File: src/rtl/retry_inorder_end.sv
// retry_inorder_end
// Downstream terminator of the retry protocol. Clean results are parked in a
// reorder buffer indexed by their ID. Faulty results are reported back to the
// start stage through a single-entry failed channel. Results leave strictly in
// ID-issue order from the head pointer, so anything younger than a retried ID
// waits until that ID comes back clean.
module retry_inorder_end #(
  parameter int DATA_WIDTH = 8,
  parameter int ID_SIZE    = 2
) (
  input  logic                  clk,
  input  logic                  rst_n,
  input  logic [DATA_WIDTH-1:0] data_i,
  input  logic [ID_SIZE-1:0]    id_i,
  input  logic                  faulty_i,
  input  logic                  valid_i,
  output logic                  ready_o,
  output logic [DATA_WIDTH-1:0] data_o,
  output logic                  valid_o,
  input  logic                  ready_i,
  output logic [ID_SIZE-1:0]    failed_id_o,
  output logic                  failed_valid_o,
  input  logic                  failed_ready_i
);

  localparam int DEPTH = 1 << ID_SIZE;

  // Per-slot state gathered into vectors for indexed access.
  logic [DEPTH-1:0]      w_rob_valid;
  logic [DATA_WIDTH-1:0] w_rob_data [DEPTH];

  logic [ID_SIZE-1:0]    r_head;
  logic                  r_failed_valid;
  logic [ID_SIZE-1:0]    r_failed_id;

  logic w_in_fire;
  logic w_wr_clean;
  logic w_wr_fault;
  logic w_out_fire;
  logic w_fail_fire;

  // An occupied slot back-pressures a reissued ID instead of overwriting it,
  // and nothing is taken while a failed report is still waiting.
  assign ready_o     = !r_failed_valid && !w_rob_valid[id_i];
  assign w_in_fire   = valid_i && ready_o;
  assign w_wr_clean  = w_in_fire && !faulty_i;
  assign w_wr_fault  = w_in_fire && faulty_i;

  // Output is a combinational read of the registered slot at the head.
  assign valid_o     = w_rob_valid[r_head];
  assign data_o      = w_rob_data[r_head];
  assign w_out_fire  = valid_o && ready_i;

  assign failed_valid_o = r_failed_valid;
  assign failed_id_o    = r_failed_id;
  assign w_fail_fire    = r_failed_valid && failed_ready_i;

  genvar gi;
  generate
    for (gi = 0; gi < DEPTH; gi = gi + 1) begin : g_slot
      logic                  r_valid;
      logic [DATA_WIDTH-1:0] r_data;
      logic                  w_hit_wr;
      logic                  w_hit_rd;

      assign w_hit_wr = w_wr_clean && (id_i == ID_SIZE'(gi));
      assign w_hit_rd = w_out_fire && (r_head == ID_SIZE'(gi));

      // Slot fill on a clean result, drain on release; a write can never hit
      // the slot being released because that slot is still marked valid.
      always_ff @(posedge clk or posedge rst_n) begin
        if (rst_n) begin
          r_valid <= 1'b0;
          r_data  <= '0;
        end else if (w_hit_wr) begin
          r_valid <= 1'b1;
          r_data  <= data_i;
        end else if (w_hit_rd) begin
          r_valid <= 1'b0;
        end
      end

      assign w_rob_valid[gi] = r_valid;
      assign w_rob_data[gi]  = r_data;
    end
  endgenerate

  // Head pointer advances by one per release and wraps naturally.
  always_ff @(posedge clk or posedge rst_n) begin
    if (rst_n) begin
      r_head <= '0;
    end else if (w_out_fire) begin
      r_head <= r_head + 1'b1;
    end
  end

  // Single-entry failed report, held stable until the start stage takes it.
  always_ff @(posedge clk or posedge rst_n) begin
    if (rst_n) begin
      r_failed_valid <= 1'b0;
      r_failed_id    <= '0;
    end else if (w_wr_fault) begin
      r_failed_valid <= 1'b1;
      r_failed_id    <= id_i;
    end else if (w_fail_fire) begin
      r_failed_valid <= 1'b0;
    end
  end

endmodule

File: config.mk
export PLATFORM = sky130hd
export DESIGN_NAME = retry_inorder_end
export DESIGN_NICKNAME = d
export VERILOG_FILES = /design/src/rtl/retry_inorder_end.sv
export SDC_FILE = /design/constraint.sdc
export NUM_CORES = 1
export LEC_CHECK = 0
export BUFFER_PORTS_ARGS = -buffer_cell sky130_fd_sc_hd__buf_4
export CAP_MARGIN = 20
export CORE_UTILIZATION = 55
export CTS_BUF_LIST = sky130_fd_sc_hd__clkbuf_16
export DETAILED_ROUTE_END_ITERATION = 10
export GPL_TIMING_DRIVEN = 0
export PLACE_DENSITY = 0.77
export SLEW_MARGIN = 10
export SYNTH_ARGS = -nofsm -noshare
export SYNTH_HDL_FRONTEND = slang
export SYNTH_SLANG_ARGS = --single-unit
File: constraint.sdc
create_clock -name clk -period 1.75 [get_ports clk]
set_input_delay 0.2625 -clock clk [delete_from_list [all_inputs] [get_ports clk]]
set_output_delay 0.2625 -clock clk [all_outputs]
set_load 0.01 [all_outputs]
Yosys cells after proc, flatten, opt, wreduce, memory -nomap -nowiden

Cells that the tools add are included.

Output and inout bits: 13
Word-level logic and storage cells: 63
Register bits after elaboration: 41

Equality and inequality tests: 6
Bitwise gates (word level): 1
$lt $le $gt $ge: 3
Multiplexer cells: 17
Reduce and logical (&&, ||, !) cells: 24
Add/sub/neg operators: 1

Operators with widths:

| kind                | number |
|---|---|
| $bmux 8 s2          | 1 |
| $mux 8              | 2 |
| $logic_and 1x1->1   | 14 |
| $mux 1              | 12 |
| $reduce_bool 2->1   | 5 |
| $eq 2x2->1 const B  | 4 |
| $lt 2x3->1 const B  | 2 |
| $bmux 1 s2          | 2 |
| $eq 2x1->1 const B  | 2 |
| $logic_not 2->1     | 2 |
| $ge 3x3->1 const B  | 1 |
| $logic_not 1->1     | 3 |
| $not 2->3           | 1 |
| $add 2x1->2 const B | 1 |

Depth between registers and ports, before layout

Depth in word-level cells: 8
Mapped depth: 4
Gate-level depth less buffers: 3

Worst setup path after synthesis

OpenSTA, ideal clock, no wires.

Kind: register -> output
From: register r_head[0]
To: output data_o[0]
Cell stages (with the launch flop): 3
Buffers on the path: 1
Setup slack: 0.266 ns
Arrival: 1.222 ns
Cell sequence: dfrtp_1 buf_2 mux4_2

Word-level cells in the longest chain between the ends: 4

Ends and longest elaborated chain:

| item                                      | line | RTL |
|---|---|---|
| start, declared                           | 32   | `logic [ID_SIZE-1:0] r_head;` |
| start signal, assigned                    | 93   | `r_head <= r_head + 1'b1;` |
| $not 2->3 (implied by the code)           | 51   | `assign data_o = w_rob_data[r_head];` |
| $bmux 8 s2                                | 51   |  |
| $mux 8 (implied by the code) (2 in a row) | 51   |  |
| end, declared                             | 18   | `output logic [DATA_WIDTH-1:0] data_o,` |

No other way between the ends. The select of a mux whose other input is x is not followed.

Worst setup path after layout

From: register r_head[0]
To: output data_o[2]

The elaborated chain is that of the path after synthesis.

==> results by group <==
Detailed routing
  • Post-DR wirelength/cell: about 18 um
  • Final WL: 3720 um
  • Via total after detailed routing: 1202
  • Number of iterations in the first detailed-routing pass: 4
  • Number of remaining DRC errors: 0
  • Antenna-violating nets left: 0
  • Via density per instance: 5.75
  • Starting DRC count in detailed routing: 34

Logic synthesis
  • Number of enable-type register cells in the synthesized netlist: 0
  • Post-synthesis cell type count: 25
  • Number of synthesis warnings: 0
  • Post-synthesis instance area: roughly 0.0019 mm^2
  • Dominant cell by count in the synthesized netlist: dfrtp_1
  • Share of flip-flops with an asynchronous set or reset: 1.00
  • Cells after synthesis: 126
  • Largest area contributor in the netlist: dfrtp_1
  • Synth Register Bits: 41
  • Sequential-to-total area share from yosys stat: 0.527
  • Total nets after synthesis: 146
  • Synth top area cells: dfrtp_1, mux2_2, mux4_2, ha_1, mux2i_1
  • Area fraction of the dominant cell type after synthesis: 0.527
  • Synth top cells by count: dfrtp_1, mux2_2, mux4_2
  • Post-synth top flop: dfrtp_1
  • Mapped Avg Cell Area: around 15 um^2

Clocking
  • Clk_lat worst skew: approximately 0.27 ns
  • Max clock buf depth: 2
  • Clk slew on worst S/H paths: 0.05 ns
  • Clk sink count: just over 40
  • TritonCTS clock tree: yes
  • CTS buffer count: 5
  • Root buffer cell: clkbuf_16
  • Maximum level of the CTS H-tree: 2

STA
  • Clock Skew: about 0.002 ns
  • Fin crit period: about 1.8 ns
  • Final hold violation count: 0
  • Slew @ Worst Pin: about 0.85 ns
  • Crit share post-route: 1.00
  • F_max: roughly 570 MHz
  • Setup repair after global routing missed its margin: true
  • Minimum setup slack in the final design: -0.00829 ns
  • Number of pins exceeding their max-slew limit in the final report: 0
  • Worst rel slew slack: 0.433
  • Number of setup violations in the final report: 4

Critical path
  • Critical Path AT: roughly 1.5 ns
  • Worst-path fanout max: 5
  • Kind of end point of the critical path: output port
  • CP required: 1.49 ns
  • Worst path cell trace: clkbuf_16 > mux4_2 > buf_6
  • Reg2Reg Depth: 3
  • Slowest stage delay, CP: ~0.5 ns
  • Type of the worst setup path: reg -> out
  • CP max-delay cell: mux4_2
  • Element type at the critical path start: register

GRT
  • Number of antenna violations at the first check in global routing: 0
  • Pin count of the biggest net entering global routing: 42
  • Congestion Overflow GR: 0
  • First-pass GRT wire length: between 5000 and 6000 um
  • Vias in the first global route: approximately 1200
  • Overall routing resource usage: 0.222

Floorplanning
  • Horizontal die dimension: slightly above 60 um
  • Die Footprint: 0.00378 mm^2
  • Core Rows: 21
  • Die extent in y: between 60 and 70 um
  • Placeable core region: around 0.0034 mm^2
  • I/O pin count: 29
  • Effective utilization at floorplan: 0.578

Placed design
  • Post-DP HPWL: about 2400 um
  • Post-Place Cell Area: between 0.002 and 0.0025 mm^2
  • Port-buffer cells: 27
  • Routability Congestion: between 0.7 and 0.8
  • Post-place setup slack: -0.0344 ns

Finish
  • Final cell area excluding filler cells: 0.00242 mm^2
  • End-of-flow core utilization: 0.721
  • Nets: ~180
  • Number of inserted filler cells in the final layout: 239
  • Area added between synthesis and finish: 24.6%
  • Number of inserted diodes: 0
  • Fraction of layout instances using a drive strength above 1: 0.564

Power
  • Maximum VDD drop: roughly 1100 uV
  • Power per Cell Area: ~1900 mW/mm^2
  • Leakage power: 1.12 nW

Flow run
  • # Max-Cap Violations: 0

Outcome
  • Violations in the final reports: negative setup slack
  • Status: finished with violations

Min path
  • Worst min-delay path category: in -> async
[final timing paths]
path | from | endpoint | slack [ns]
setup / recovery | r_head[0] | data_o[2] | -0.008
min in group clk | failed_ready_i | failed_valid_o | 0.18
hold reg to reg | g_slot[2].r_data[0] | g_slot[2].r_data[0] | 0.50
hold / removal | rst_n | g_slot[2].r_data[7] | 0.17
max in group asynchronous | rst_n | r_head[0] | 0.99
setup reg to reg | failed_valid_o | g_slot[1].r_data[2] | 0.11
[what timing repair did]
action                                  CTS  global route
pin swaps                                 0             0
resized for setup                        13             3
endpoints found under the setup margin    9             9
gates cloned                              1             0
buffers inserted                          1             1
hold buffers                              0             0
[report_power, final]
part	internal [mW]	switching (mW)
Combinational	1.30	0.758
Sequential	1.42	0.297
Clock	0.509	0.321
Total	3.23	1.38
[layout make-up]
type                    count  area (um^2)  area share
clock inverters             2         7.51     0.00310
repair buffers             30          273       0.113
well taps                  46         57.6      0.0237
multi-input cells          78          885       0.365
clock buffers               5          125      0.0516
plain buffers               3         33.8      0.0139
flip-flops and latches     41         1030       0.424
inverters                   4         15.0     0.00620
[metal layers]
metal  vias up  track usage  part of all wire
li1        553            -                 -
met1       616        0.258              0.43
met2        29        0.390              0.53
met3         4       0.0567             0.027
met4         0       0.0921            0.0086
met5         -            0                 0
[through the flow]
stage                     total power, mW  std cells  setup TNS [ns]  hold slack [ns]
after floorplan                      2.85        126               0            0.359
after global placement               3.40        199          -0.196            0.452
after detailed placement             3.50        199          -0.208            0.462
after CTS                            4.59        208          -0.121            0.175
after global routing                 4.87        209          -0.355            0.191
final                                4.60        209         -0.0180            0.172
[state kept, by name, summed over array words and instances (netlist names)]
name,count
g_slot.r_valid,4
g_slot.r_data,32
r_head,2
failed_id_o,2
failed_valid_o,1
[worst max-delay path: cells and delay by family (launching register included)]
kind                   cells  cell delay (ns)
buffers and inverters      2             0.31
multiplexers               1             0.50
flip-flops                 1             0.42
[placed cells by master (no fill, tap or decap), types with 2 or more instances in the layout]
master	Yosys	final
a21oi_1	4	4
a31oi_1	4	4
buf_4	0	22
buf_6	1	9
clkbuf_16	0	6
dfrtp_1	41	40
ha_1	4	4
inv_1	4	4
mux2_2	33	33
mux2i_1	4	4
mux4_2	9	9
nand2_2	2	2
nand3b_2	2	2
nor2_1	4	4
o22ai_1	2	2
[kinds of logic (layout without fill, tap and decap cells)]
family	after synthesis	in the layout	synth area share
flops	41	41	0.527
simple gates	15	15	0.0688
buf+inv	7	44	0.0180
compound gates	12	12	0.0367
fa+ha+maj	4	4	0.0257
mux	47	47	0.323
(Power assumes the default switching activity.)
